==> src/rtl/alu_pkg.sv <==
// -----------------------------------------------------------------------------
// alu_pkg
// Shared definitions for the alu_8bit datapath leaf:
//   alu_op_e          3-bit opcode encoding, formed from {s2,s1,s0}
//   CMP_GT/LT/EQ      result codes that the unsigned compare places on z
// -----------------------------------------------------------------------------
package alu_pkg;

  typedef enum logic [2:0] {
    OP_AND = 3'd0,
    OP_OR  = 3'd1,
    OP_SHR = 3'd2,
    OP_SHL = 3'd3,
    OP_ADD = 3'd4,
    OP_SUB = 3'd5,
    OP_CMP = 3'd6,
    OP_XOR = 3'd7
  } alu_op_e;

  localparam logic [7:0] CMP_GT = 8'h01;
  localparam logic [7:0] CMP_LT = 8'h02;
  localparam logic [7:0] CMP_EQ = 8'h00;

endpackage : alu_pkg

==> src/rtl/alu_8bit_core.sv <==
// -----------------------------------------------------------------------------
// alu_8bit_core
// Purely combinational function unit. It computes the next ALU result for the
// registered wrapper. All arithmetic is unsigned and truncated to WIDTH bits.
//
// Optional feature: when the macro ALU_FLAGS_EN is defined, the unit also
// produces the next carry/borrow flag and the next zero flag.
//
// Ports:
//   x_i     [WIDTH-1:0]  operand A
//   y_i     [WIDTH-1:0]  operand B
//   op_i    alu_op_e     operation select
//   z_o     [WIDTH-1:0]  next result
//   cout_o  (ALU_FLAGS_EN) ADD carry-out, SUB borrow (x < y), else 0
//   zero_o  (ALU_FLAGS_EN) 1 when z_o is all zeros
// -----------------------------------------------------------------------------
module alu_8bit_core
  import alu_pkg::*;
#(
  parameter int WIDTH = 8
) (
  input  logic [WIDTH-1:0] x_i,
  input  logic [WIDTH-1:0] y_i,
  input  alu_op_e          op_i,
  output logic [WIDTH-1:0] z_o
`ifdef ALU_FLAGS_EN
  ,
  output logic             cout_o,
  output logic             zero_o
`endif
);

  // One extra bit keeps the adder carry-out visible for the flag output.
  logic [WIDTH:0] sum_ext;
  logic [WIDTH-1:0] diff;
  logic           borrow;
  logic           carry;

  assign sum_ext = {1'b0, x_i} + {1'b0, y_i};
  assign diff    = x_i - y_i;
  assign borrow  = (x_i < y_i);

  always_comb begin
    // NOTE: every output of this block gets a default before the case, so no
    // path can leave a value unassigned and infer a latch.
    z_o   = '0;
    carry = 1'b0;
    case (op_i)
      OP_AND: z_o = x_i & y_i;
      OP_OR:  z_o = x_i | y_i;
      OP_SHR: z_o = x_i >> 1;
      OP_SHL: z_o = x_i << 1;
      OP_ADD: begin
        z_o   = sum_ext[WIDTH-1:0];
        carry = sum_ext[WIDTH];
      end
      OP_SUB: begin
        z_o   = diff;
        carry = borrow;
      end
      OP_CMP: begin
        if (x_i > y_i)      z_o = WIDTH'(CMP_GT);
        else if (x_i < y_i) z_o = WIDTH'(CMP_LT);
        else                z_o = WIDTH'(CMP_EQ);
      end
      OP_XOR: z_o = x_i ^ y_i;
      default: z_o = '0;
    endcase
  end

`ifdef ALU_FLAGS_EN
  assign cout_o = carry;
  assign zero_o = (z_o == '0);
`else
  // Carry is only consumed by the flag outputs.
  logic unused_carry;
  assign unused_carry = carry;
`endif

endmodule : alu_8bit_core

==> src/rtl/alu_8bit.sv <==
// -----------------------------------------------------------------------------
// alu_8bit
// Registered 8-bit ALU. The opcode {s2,s1,s0} picks one of eight functions of
// x and y. The result is loaded into z on every rising edge, so z always shows
// the inputs that were sampled one edge earlier. Reset is synchronous and
// active-high, and it clears z.
//
// Optional feature: define ALU_FLAGS_EN to add the registered flags cout and
// zero. They are loaded together with z and also clear on reset.
//
// Ports:
//   clk   in   1      clock, rising edge
//   rst   in   1      synchronous reset, active high
//   x     in   WIDTH  operand A
//   y     in   WIDTH  operand B
//   s2    in   1      opcode bit 2 (MSB)
//   s1    in   1      opcode bit 1
//   s0    in   1      opcode bit 0 (LSB)
//   z     out  WIDTH  registered result
//   cout  out  1      (ALU_FLAGS_EN) registered carry/borrow
//   zero  out  1      (ALU_FLAGS_EN) registered zero-result flag
// -----------------------------------------------------------------------------
module alu_8bit
  import alu_pkg::*;
#(
  parameter int WIDTH = 8
) (
  input  logic             clk,
  input  logic             rst,
  input  logic [WIDTH-1:0] x,
  input  logic [WIDTH-1:0] y,
  input  logic             s2,
  input  logic             s1,
  input  logic             s0,
  output logic [WIDTH-1:0] z
`ifdef ALU_FLAGS_EN
  ,
  output logic             cout,
  output logic             zero
`endif
);

  alu_op_e          op;
  logic [WIDTH-1:0] z_d, z_q;

  assign op = alu_op_e'({s2, s1, s0});

`ifdef ALU_FLAGS_EN
  logic cout_d, cout_q;
  logic zero_d, zero_q;
`endif

  alu_8bit_core #(.WIDTH(WIDTH)) u_core (
    .x_i    (x),
    .y_i    (y),
    .op_i   (op),
    .z_o    (z_d)
`ifdef ALU_FLAGS_EN
    ,
    .cout_o (cout_d),
    .zero_o (zero_d)
`endif
  );

  // NOTE: the reset here is synchronous because it is sampled only inside the
  // clocked block. The sensitivity list therefore contains clk alone.
  always_ff @(posedge clk) begin
    // NOTE: state registers use non-blocking assignments, so every flop
    // samples its value from before the edge.
    if (rst) begin
      z_q <= '0;
    end else begin
      z_q <= z_d;
    end
  end

  assign z = z_q;

`ifdef ALU_FLAGS_EN
  always_ff @(posedge clk) begin
    if (rst) begin
      cout_q <= 1'b0;
      zero_q <= 1'b0;
    end else begin
      cout_q <= cout_d;
      zero_q <= zero_d;
    end
  end

  assign cout = cout_q;
  assign zero = zero_q;
`endif

endmodule : alu_8bit

==> config.mk <==
export PLATFORM = sky130hd
export DESIGN_NAME = alu_8bit
export DESIGN_NICKNAME = d
export VERILOG_FILES = /design/src/rtl/alu_pkg.sv /design/src/rtl/alu_8bit_core.sv /design/src/rtl/alu_8bit.sv
export SDC_FILE = /design/constraint.sdc
export NUM_CORES = 1
export LEC_CHECK = 0
export BUFFER_PORTS_ARGS = -buffer_cell sky130_fd_sc_hd__buf_2
export CAP_MARGIN = 10
export CELL_PAD_IN_SITES_DETAIL_PLACEMENT = 0
export CELL_PAD_IN_SITES_GLOBAL_PLACEMENT = 1
export CORE_UTILIZATION = 30
export CTS_CLUSTER_DIAMETER = 150
export CTS_CLUSTER_SIZE = 14
export DETAILED_ROUTE_END_ITERATION = 7
export MAX_ROUTING_LAYER = met4
export PLACE_DENSITY_LB_ADDON = 0.15
export SYNTH_ARGS = -nofsm -noshare
export SYNTH_HDL_FRONTEND = slang
export SYNTH_SLANG_ARGS = --single-unit
==> constraint.sdc <==
create_clock -name clk -period 2 [get_ports clk]
set_input_delay 0.3 -clock clk [delete_from_list [all_inputs] [get_ports clk]]
set_output_delay 0.3 -clock clk [all_outputs]
set_load 0.01 [all_outputs]
-- Yosys cells after proc, flatten, opt, wreduce, memory -nomap -nowiden
Cells that the tools add are included.
Widths: inputs -> output; s select.
- multipliers: 0
- add/subtract/negate cells: 2
- div/mod/pow operators: 0
- multiplexer cells: 3
- shift operators: 0
- bitwise gates (word level): 3
- order comparisons: 2
- reductions and logical operators: 1
- equality and inequality tests: 7
- operators with widths (kind ; number):
    $pmux 8 s8 ; 1
    $eq 3x3->1 const B ; 4
    $add 8x8->8 ; 1
    $and 8x8->8 ; 1
    $gt 8x8->1 ; 1
    $lt 8x8->1 ; 1
    $mux 8 ; 1
    $or 8x8->8 ; 1
    $sub 8x8->8 ; 1
    $xor 8x8->8 ; 1
    $eq 3x2->1 const B ; 2
    $eq 3x1->1 const B ; 1
    $logic_not 3->1 ; 1
    $mux 2 ; 1
- output and inout port bits: 8
- input port bits: 21
- memory bits (writable): 0
- ROM bits: 0
- latch bits: 0
- memories kept: 0
- register bits: 8

-- Longest topological paths before layout
Gate-level depths: netlist of the first run.
- word-level depth: 4
- gate-level depth with buffers: 8
- mapped depth without buffers: 8

-- By module
Synthesis of the first run repeated with hierarchy kept, for this count alone.
- cell total of the unflattened synthesis: 205
- area total of the unflattened synthesis: 1519.0 um^2
- by module, submodules not included (module ; sequential area each (um^2) ; cells each ; area each (um^2) ; instances):
    alu_8bit_core ; 0.0 ; 189 ; 1308.8 ; 1
    alu_8bit ; 160.2 ; 16 ; 210.2 ; 1

-- Worst setup path before layout of the first run
No wires, ideal clock.
- path kind: input to register
- start point: input y[0]
- end point: register z_q[6] (netlist: z[6])
- setup slack: 0.045 ns
- library setup time: 0.091 ns
- arrival: 1.864 ns
- stages: 7
- cell sequence: ha_1 > fa_1 > a21o_2 > a221oi_1 > xnor2_1 > nand3_1 > a311oi_1
- longest elaborated chain between the ends: 2
- elaborated cells between the ends (all ways): 3
- RTL lines (what ; RTL line ; source):
    start, declared ; alu_8bit.sv:31 ; input logic [WIDTH-1:0] y,
    $sub 8x8->8 or $add 8x8->8 (tied branches) ; alu_8bit_core.sv:40, alu_8bit_core.sv:39 ;
    $pmux 8 s8 * ; alu_8bit_core.sv:48 ; case (op_i)
    end signal, assigned ; alu_8bit.sv:73 ; z_q <= z_d;
    end, declared ; alu_8bit.sv:44 ; logic [WIDTH-1:0] z_d, z_q;
Mark *: on every way between the ends. The rest lies on a longest branch, timed or not.
A chain may end at the register's enable or synchronous reset.

-- Worst setup path after layout of the first run
- start point: input x[2]
- end point: register z_q[4] (netlist: z[4])
- longest elaborated chain between the ends: 2
- elaborated cells between the ends (all ways): 3
- RTL lines (what ; RTL line ; source):
    start, declared ; alu_8bit.sv:30 ; input logic [WIDTH-1:0] x,
    $sub 8x8->8 or $add 8x8->8 (tied branches) ; alu_8bit_core.sv:40, alu_8bit_core.sv:39 ;
    $pmux 8 s8 * ; alu_8bit_core.sv:48 ;
Marks and branches as above.

==> impl_metrics.json, run 1 <==
{
  "status": "finished clean",
  "min_path_cells": 2,
  "overflow": 0,
  "avgSynthCellArea_sq_um": 7.56,
  "vias_per_cell": 4.92,
  "syn_area_sq_um": 1570,
  "synth_area_leaders": "ha_1 (22%), dfxtp_1 (10%), inv_1 (5.8%)",
  "ctsLongestPathBuffers": 2,
  "track_usage_pct": 19.5,
  "cts_setup_buffers": 0,
  "p_sw_mw": 0.321,
  "portBuffers": 28,
  "fmax_ghz": 0.528,
  "hold_path_class": "primary input to flip-flop",
  "synth_warnings": 0,
  "power_mw": 0.842,
  "clock_sinks": 8,
  "whs_ns": 0.451,
  "power_density_nw_per_um2": 404,
  "fin_crit_sh_pct": 94.7,
  "cp-end-kind": "flip-flop",
  "final_nets": 317,
  "hold_viol_final": 0,
  "path_clk_slew_ns": 0.05,
  "cts_repair_resize_count": 0,
  "antenna_left": 0,
  "pre_cts_slack_ns": -0.209,
  "final_max_slew_viol_count": 0,
  "grtUsageMet1_pct": 27.0,
  "antenna_cells": 0,
  "layout_common_cells": "buf_4 (41), buf_2 (28), ha_1 (26)",
  "gp_congestion": 0.876,
  "required_ns": 2.18,
  "cts_buffers": 3,
  "synth_edf_count": 0,
  "syn2layout_area_growth_pct": 33.3,
  "max-cap-violations": 0,
  "worst_slew_pin_slew_ns": 0.512,
  "yosysTopAreaCell": "ha_1",
  "grt_pass1_vias": 1606,
  "layout_min_cycle_time_ns": 1.89,
  "core_sq_um": 4880,
  "postSynth.asyncResetShare_pct": 0,
  "clkPwrFrac_pct": 24.5,
  "cts_tree": "built",
  "rsz0062_at_grt": "no",
  "avgRoutedWirePerCell_um": 14.6,
  "dieHeight_um": 74.2,
  "leakagePower_nw": 1.04,
  "grtUsageMet3_pct": 2.03,
  "drt-total-wl_um": 4850,
  "synthFlopType": "dfxtp_1",
  "drc": 0,
  "syn-num-nets": 257,
  "dr.pass1.iters": 4,
  "start_kind": "primary input",
  "ys_ff_latch": 8,
  "cts_root_buf": "clkbuf_8",
  "met2_usage_pct": 31.0,
  "ir_drop_mv": 0.128,
  "rows": 25,
  "ios": 29,
  "arrival_ns": 2.07,
  "top_usage_layer": "met2",
  "yosysSeqAreaShare_pct": 10.2,
  "final_common_cell": "buf_4",
  "dpl.hpwl_um": 3950,
  "syn_inst": 207,
  "die_w_um": 74.2,
  "start_util_pct": 32.1,
  "setup_viol": 0,
  "slew_headroom_pct": 65.4,
  "min_to": "z[3]",
  "vias": 1633,
  "switching_share_pct": 38.2,
  "grt_max_degree": 18,
  "hold_buffers": 0,
  "synthDistinctLibCells": 52,
  "netlist.area_leader.share_pct": 21.6,
  "path_class": "primary input to flip-flop",
  "min_from": "rst",
  "dieArea_sq_um": 5510,
  "largest_register_ff_count": 8,
  "finalWorstSetupSlack_ns": 0.106,
  "p_seq_share_pct": 21.5,
  "crit_fanout": 10,
  "internal_power_mw": 0.520,
  "htreeDepth": 1,
  "grt_antenna_before_repair": 0,
  "layout-drive-gt1-share_pct": 31.7,
  "power_frac_comb_pct": 54.0,
  "first_iter_violations": 70,
  "grt_pass1_wl_um": 7870
}
## cell usage after synthesis, drive strengths merged, types with 3 or more instances
master / n
a211oi: 6
a21o: 5
a21oi: 10
a221oi: 3
a31oi: 4
buf: 14
dfxtp: 8
ha: 27
inv: 25
nand2: 9
nand2b: 5
nand3: 8
nor2: 23
nor2b: 6
nor3: 5
o211ai: 4
o21ai: 6
o22ai: 3
## layer usage
layer | wire length (um) | vias up
met5 | 0 | -
met4 | 12 | 0
met3 | 198 | 2
met2 | 2140 | 40
met1 | 2500 | 744
li1 | - | 847
## stage by stage
stage	cell area (sq um)	std cells	utilization [%]	TNS [ns]
4_1_cts	2070	332	42.3	0
5_1_grt	2090	332	42.7	0
3_3_place_gp	2020	329	41.5	-0.880
6_report	2090	332	42.7	0
2_1_floorplan	1570	207	-	0
3_5_place_dp	2020	329	41.5	-1.06
## layout make-up
| type | count | area, sq um |
|---|---|---|
| fill | 543 | 2790 |
| multi-input combinational | 160 | 1260 |
| timing repair buffer | 69 | 448 |
| clock buffer | 3 | 41.3 |
| sequential | 8 | 160 |
| inverter | 25 | 93.8 |
| tap | 67 | 83.8 |
## worst max-delay path, stage by stage
cell       delay, ns
buf_2           0.08
inv_1           0.05
ha_2            0.45
nor3_1          0.10
or3_1           0.40
a2111oi_0       0.51
o31a_1          0.18
## power by group through the flow
stage	combinational [mW]	clock [mW]	sequential (mW)
detailed placement	0.443	0	0.184
global route	0.501	0.216	0.183
finish	0.454	0.207	0.181
global placement	0.448	0	0.184
floorplan	0.251	0	0.192
CTS	0.445	0.211	0.181
## worst max path at each step
stage          start    to
6_report        x[2]  z[4]
5_1_grt         y[0]  z[6]
3_5_place_dp    y[0]  z[6]
4_1_cts         y[0]  z[6]
2_1_floorplan   y[0]  z[6]
3_3_place_gp    y[0]  z[6]
## cell families (layout without fill, tap and decap cells)
logic type      count (synthesis)  count (layout)  share of synthesized area [%]
compound gates                 57              57                           28.2
xor+xnor                        3               3                           1.68
fa+ha+maj                      29              29                           24.1
buf+inv                        39              97                           10.6
flops                           8               8                           10.2
mux                             4               4                           3.44
simple gates                   67              67                           21.7
Note: power is estimated with default switching activity, not from simulation.
==> run 2: changes to the inputs <==
--- a/config.mk
+++ b/config.mk
@@ -9,7 +9,7 @@
 export CAP_MARGIN = 10
 export CELL_PAD_IN_SITES_DETAIL_PLACEMENT = 0
 export CELL_PAD_IN_SITES_GLOBAL_PLACEMENT = 1
-export CORE_UTILIZATION = 30
+export CORE_UTILIZATION = 37
 export CTS_CLUSTER_DIAMETER = 150
 export CTS_CLUSTER_SIZE = 14
 export DETAILED_ROUTE_END_ITERATION = 7
==> run 2 against run 1 <==
  * Via count grew 2.5%
  * Die area shrank 18%
  * Critical endpoint is now z[6]
  * Sequential power about the same
  * Hold slack worse by 0.029 ns
  * Cell count decreased by 6.0%
  * Highest routed layer unchanged
  * Routed wire length fell by 6.2%
  * Utilization up 7.8 points
  * Global-route usage increased by 3.3 points
==> impl_metrics.json, run 2 (synthesized netlist as in run 1, its figures left out) <==
{
  "multi_input_area_sq_um": 1250,
  "final_max_slew_viol_count": 0,
  "min_to": "z[6]",
  "placed_cells": 309,
  "antenna_cells": 0,
  "overflow": 0,
  "register_area_sq_um": 160,
  "hold_path_class": "primary input to flip-flop",
  "drc": 0,
  "ctsLongestPathBuffers": 2,
  "ir_drop_mv": 0.117,
  "slew_headroom_pct": 72.3,
  "rows": 23,
  "status": "finished clean",
  "vias": 1674,
  "max-cap-violations": 0,
  "final_nets": 314,
  "ios": 29,
  "start_util_pct": 38.9,
  "fmax_ghz": 0.523,
  "min_path_cells": 2,
  "layout_min_cycle_time_ns": 1.91,
  "min_from": "rst",
  "layout_common_cells": "buf_4 (38), buf_2 (28), ha_1 (26)",
  "grt_antenna_before_repair": 0,
  "power_mw": 0.819,
  "required_ns": 2.14,
  "setup_viol": 0,
  "largest_register_ff_count": 8,
  "power_density_nw_per_um2": 402,
  "crit_path_start": "y[0]",
  "core_sq_um": 4030,
  "grt_pass1_vias": 1578,
  "hold_viol_final": 0,
  "gp_congestion": 0.934,
  "syn2layout_area_growth_pct": 30.1,
  "die_w_um": 67.0,
  "vias_per_cell": 5.37,
  "layout-drive-gt1-share_pct": 31.3,
  "grt_max_degree": 23,
  "leakagePower_nw": 1.03,
  "htreeDepth": 1,
  "avgRoutedWirePerCell_um": 14.6,
  "dieArea_sq_um": 4490,
  "fin_setup_tns_ns": 0,
  "dpl.hpwl_um": 3700,
  "cts_tree": "built",
  "n_fill_cell": 410,
  "crit_fanout": 3,
  "antenna_left": 0,
  "arrival_ns": 2.05,
  "dr.pass1.iters": 4,
  "fin_crit_sh_pct": 95.6,
  "drt-total-wl_um": 4550,
  "cts_root_buf": "clkbuf_8",
  "clock_sinks": 8,
  "path_clk_slew_ns": 0.04,
  "portBuffers": 28,
  "dieHeight_um": 67.0,
  "start_kind": "primary input",
  "cts_buffers": 3,
  "grt_pass1_wl_um": 7470,
  "final_common_cell": "buf_4",
  "worst_slew_pin_slew_ns": 0.412,
  "first_iter_violations": 96,
  "rsz0062_at_grt": "yes",
  "track_usage_pct": 22.7,
  "final_cells": 312,
  "path_class": "primary input to flip-flop",
  "cp-end-kind": "flip-flop"
}
-- run 2: changes by cell type in the layout (fill, tap and decap cells not counted) --
cell / delta
a221oi_4: -1
o311ai_0: -1
a221oi_2: +1
nor3_1: -1
o311ai_1: +1
buf_4: -3
nor3_2: +1
-- run 2: repair_timing --
item / in CTS / in global routing
gates resized for setup: 0 / 4
hold buffers: 0 / 0
buffers inserted: 0 / 0
setup endpoints to repair: 0 / 6
hold endpoints to repair: 0 / 0
-- run 2: layer usage --
metal | share of wire, % | track usage (%) | routed length (um)
met3 | 5.8 | 1.54 | 265
met2 | 46 | 37.6 | 2080
met4 | 1.1 | 7.45 | 51
met5 | 0 | - | 0
met1 | 47 | 29.0 | 2150
-- run 2: worst max path at each step --
stage                     endpoint  slack [ns]  cells after the start
after floorplan               z[6]        0.05                      7
final                         z[6]        0.09                      8
after global placement        z[6]       -0.19                      9
after global routing          z[6]       -0.02                      8
after detailed placement      z[6]       -0.23                      9
after CTS                     z[6]      0.0005                      9
-- run 2: final cells by class --
class / count / share of cell area (%)
Multi-Input combinational cell: 160 / 61.5
Timing Repair Buffer: 66 / 20.9
Sequential cell: 8 / 7.87
Inverter: 25 / 4.61
Tap cell: 50 / 3.07
Clock buffer: 3 / 2.03
-- run 2: per-stage QoR --
| stage | hold slack, ns | util (%) | worst slack [ns] | instance area [sq um] |
|---|---|---|---|---|
| 2_1_floorplan | 0.556 | - | 0.0451 | 1570 |
| 3_3_place_gp | 0.661 | 49.2 | -0.194 | 1980 |
| 3_5_place_dp | 0.654 | 49.2 | -0.235 | 1980 |
| 4_1_cts | 0.415 | 50.2 | 0.000483 | 2020 |
| 5_1_grt | 0.427 | 50.5 | -0.0209 | 2040 |
| 6_report | 0.422 | 50.5 | 0.0884 | 2040 |
-- run 2: power by group --
group	internal, mW	switching [mW]	total, mW
logic	0.207	0.239	0.446
registers	0.176	0.00305	0.179
clock network	0.130	0.0631	0.193
-- run 2: critical path, cell delays in order --
cell      delay (ns)
buf_2           0.11
ha_1            0.22
fa_1            0.41
a21o_2          0.24
a221oi_2        0.26
xnor2_1         0.15
nand3_1         0.09
a311oi_1        0.27
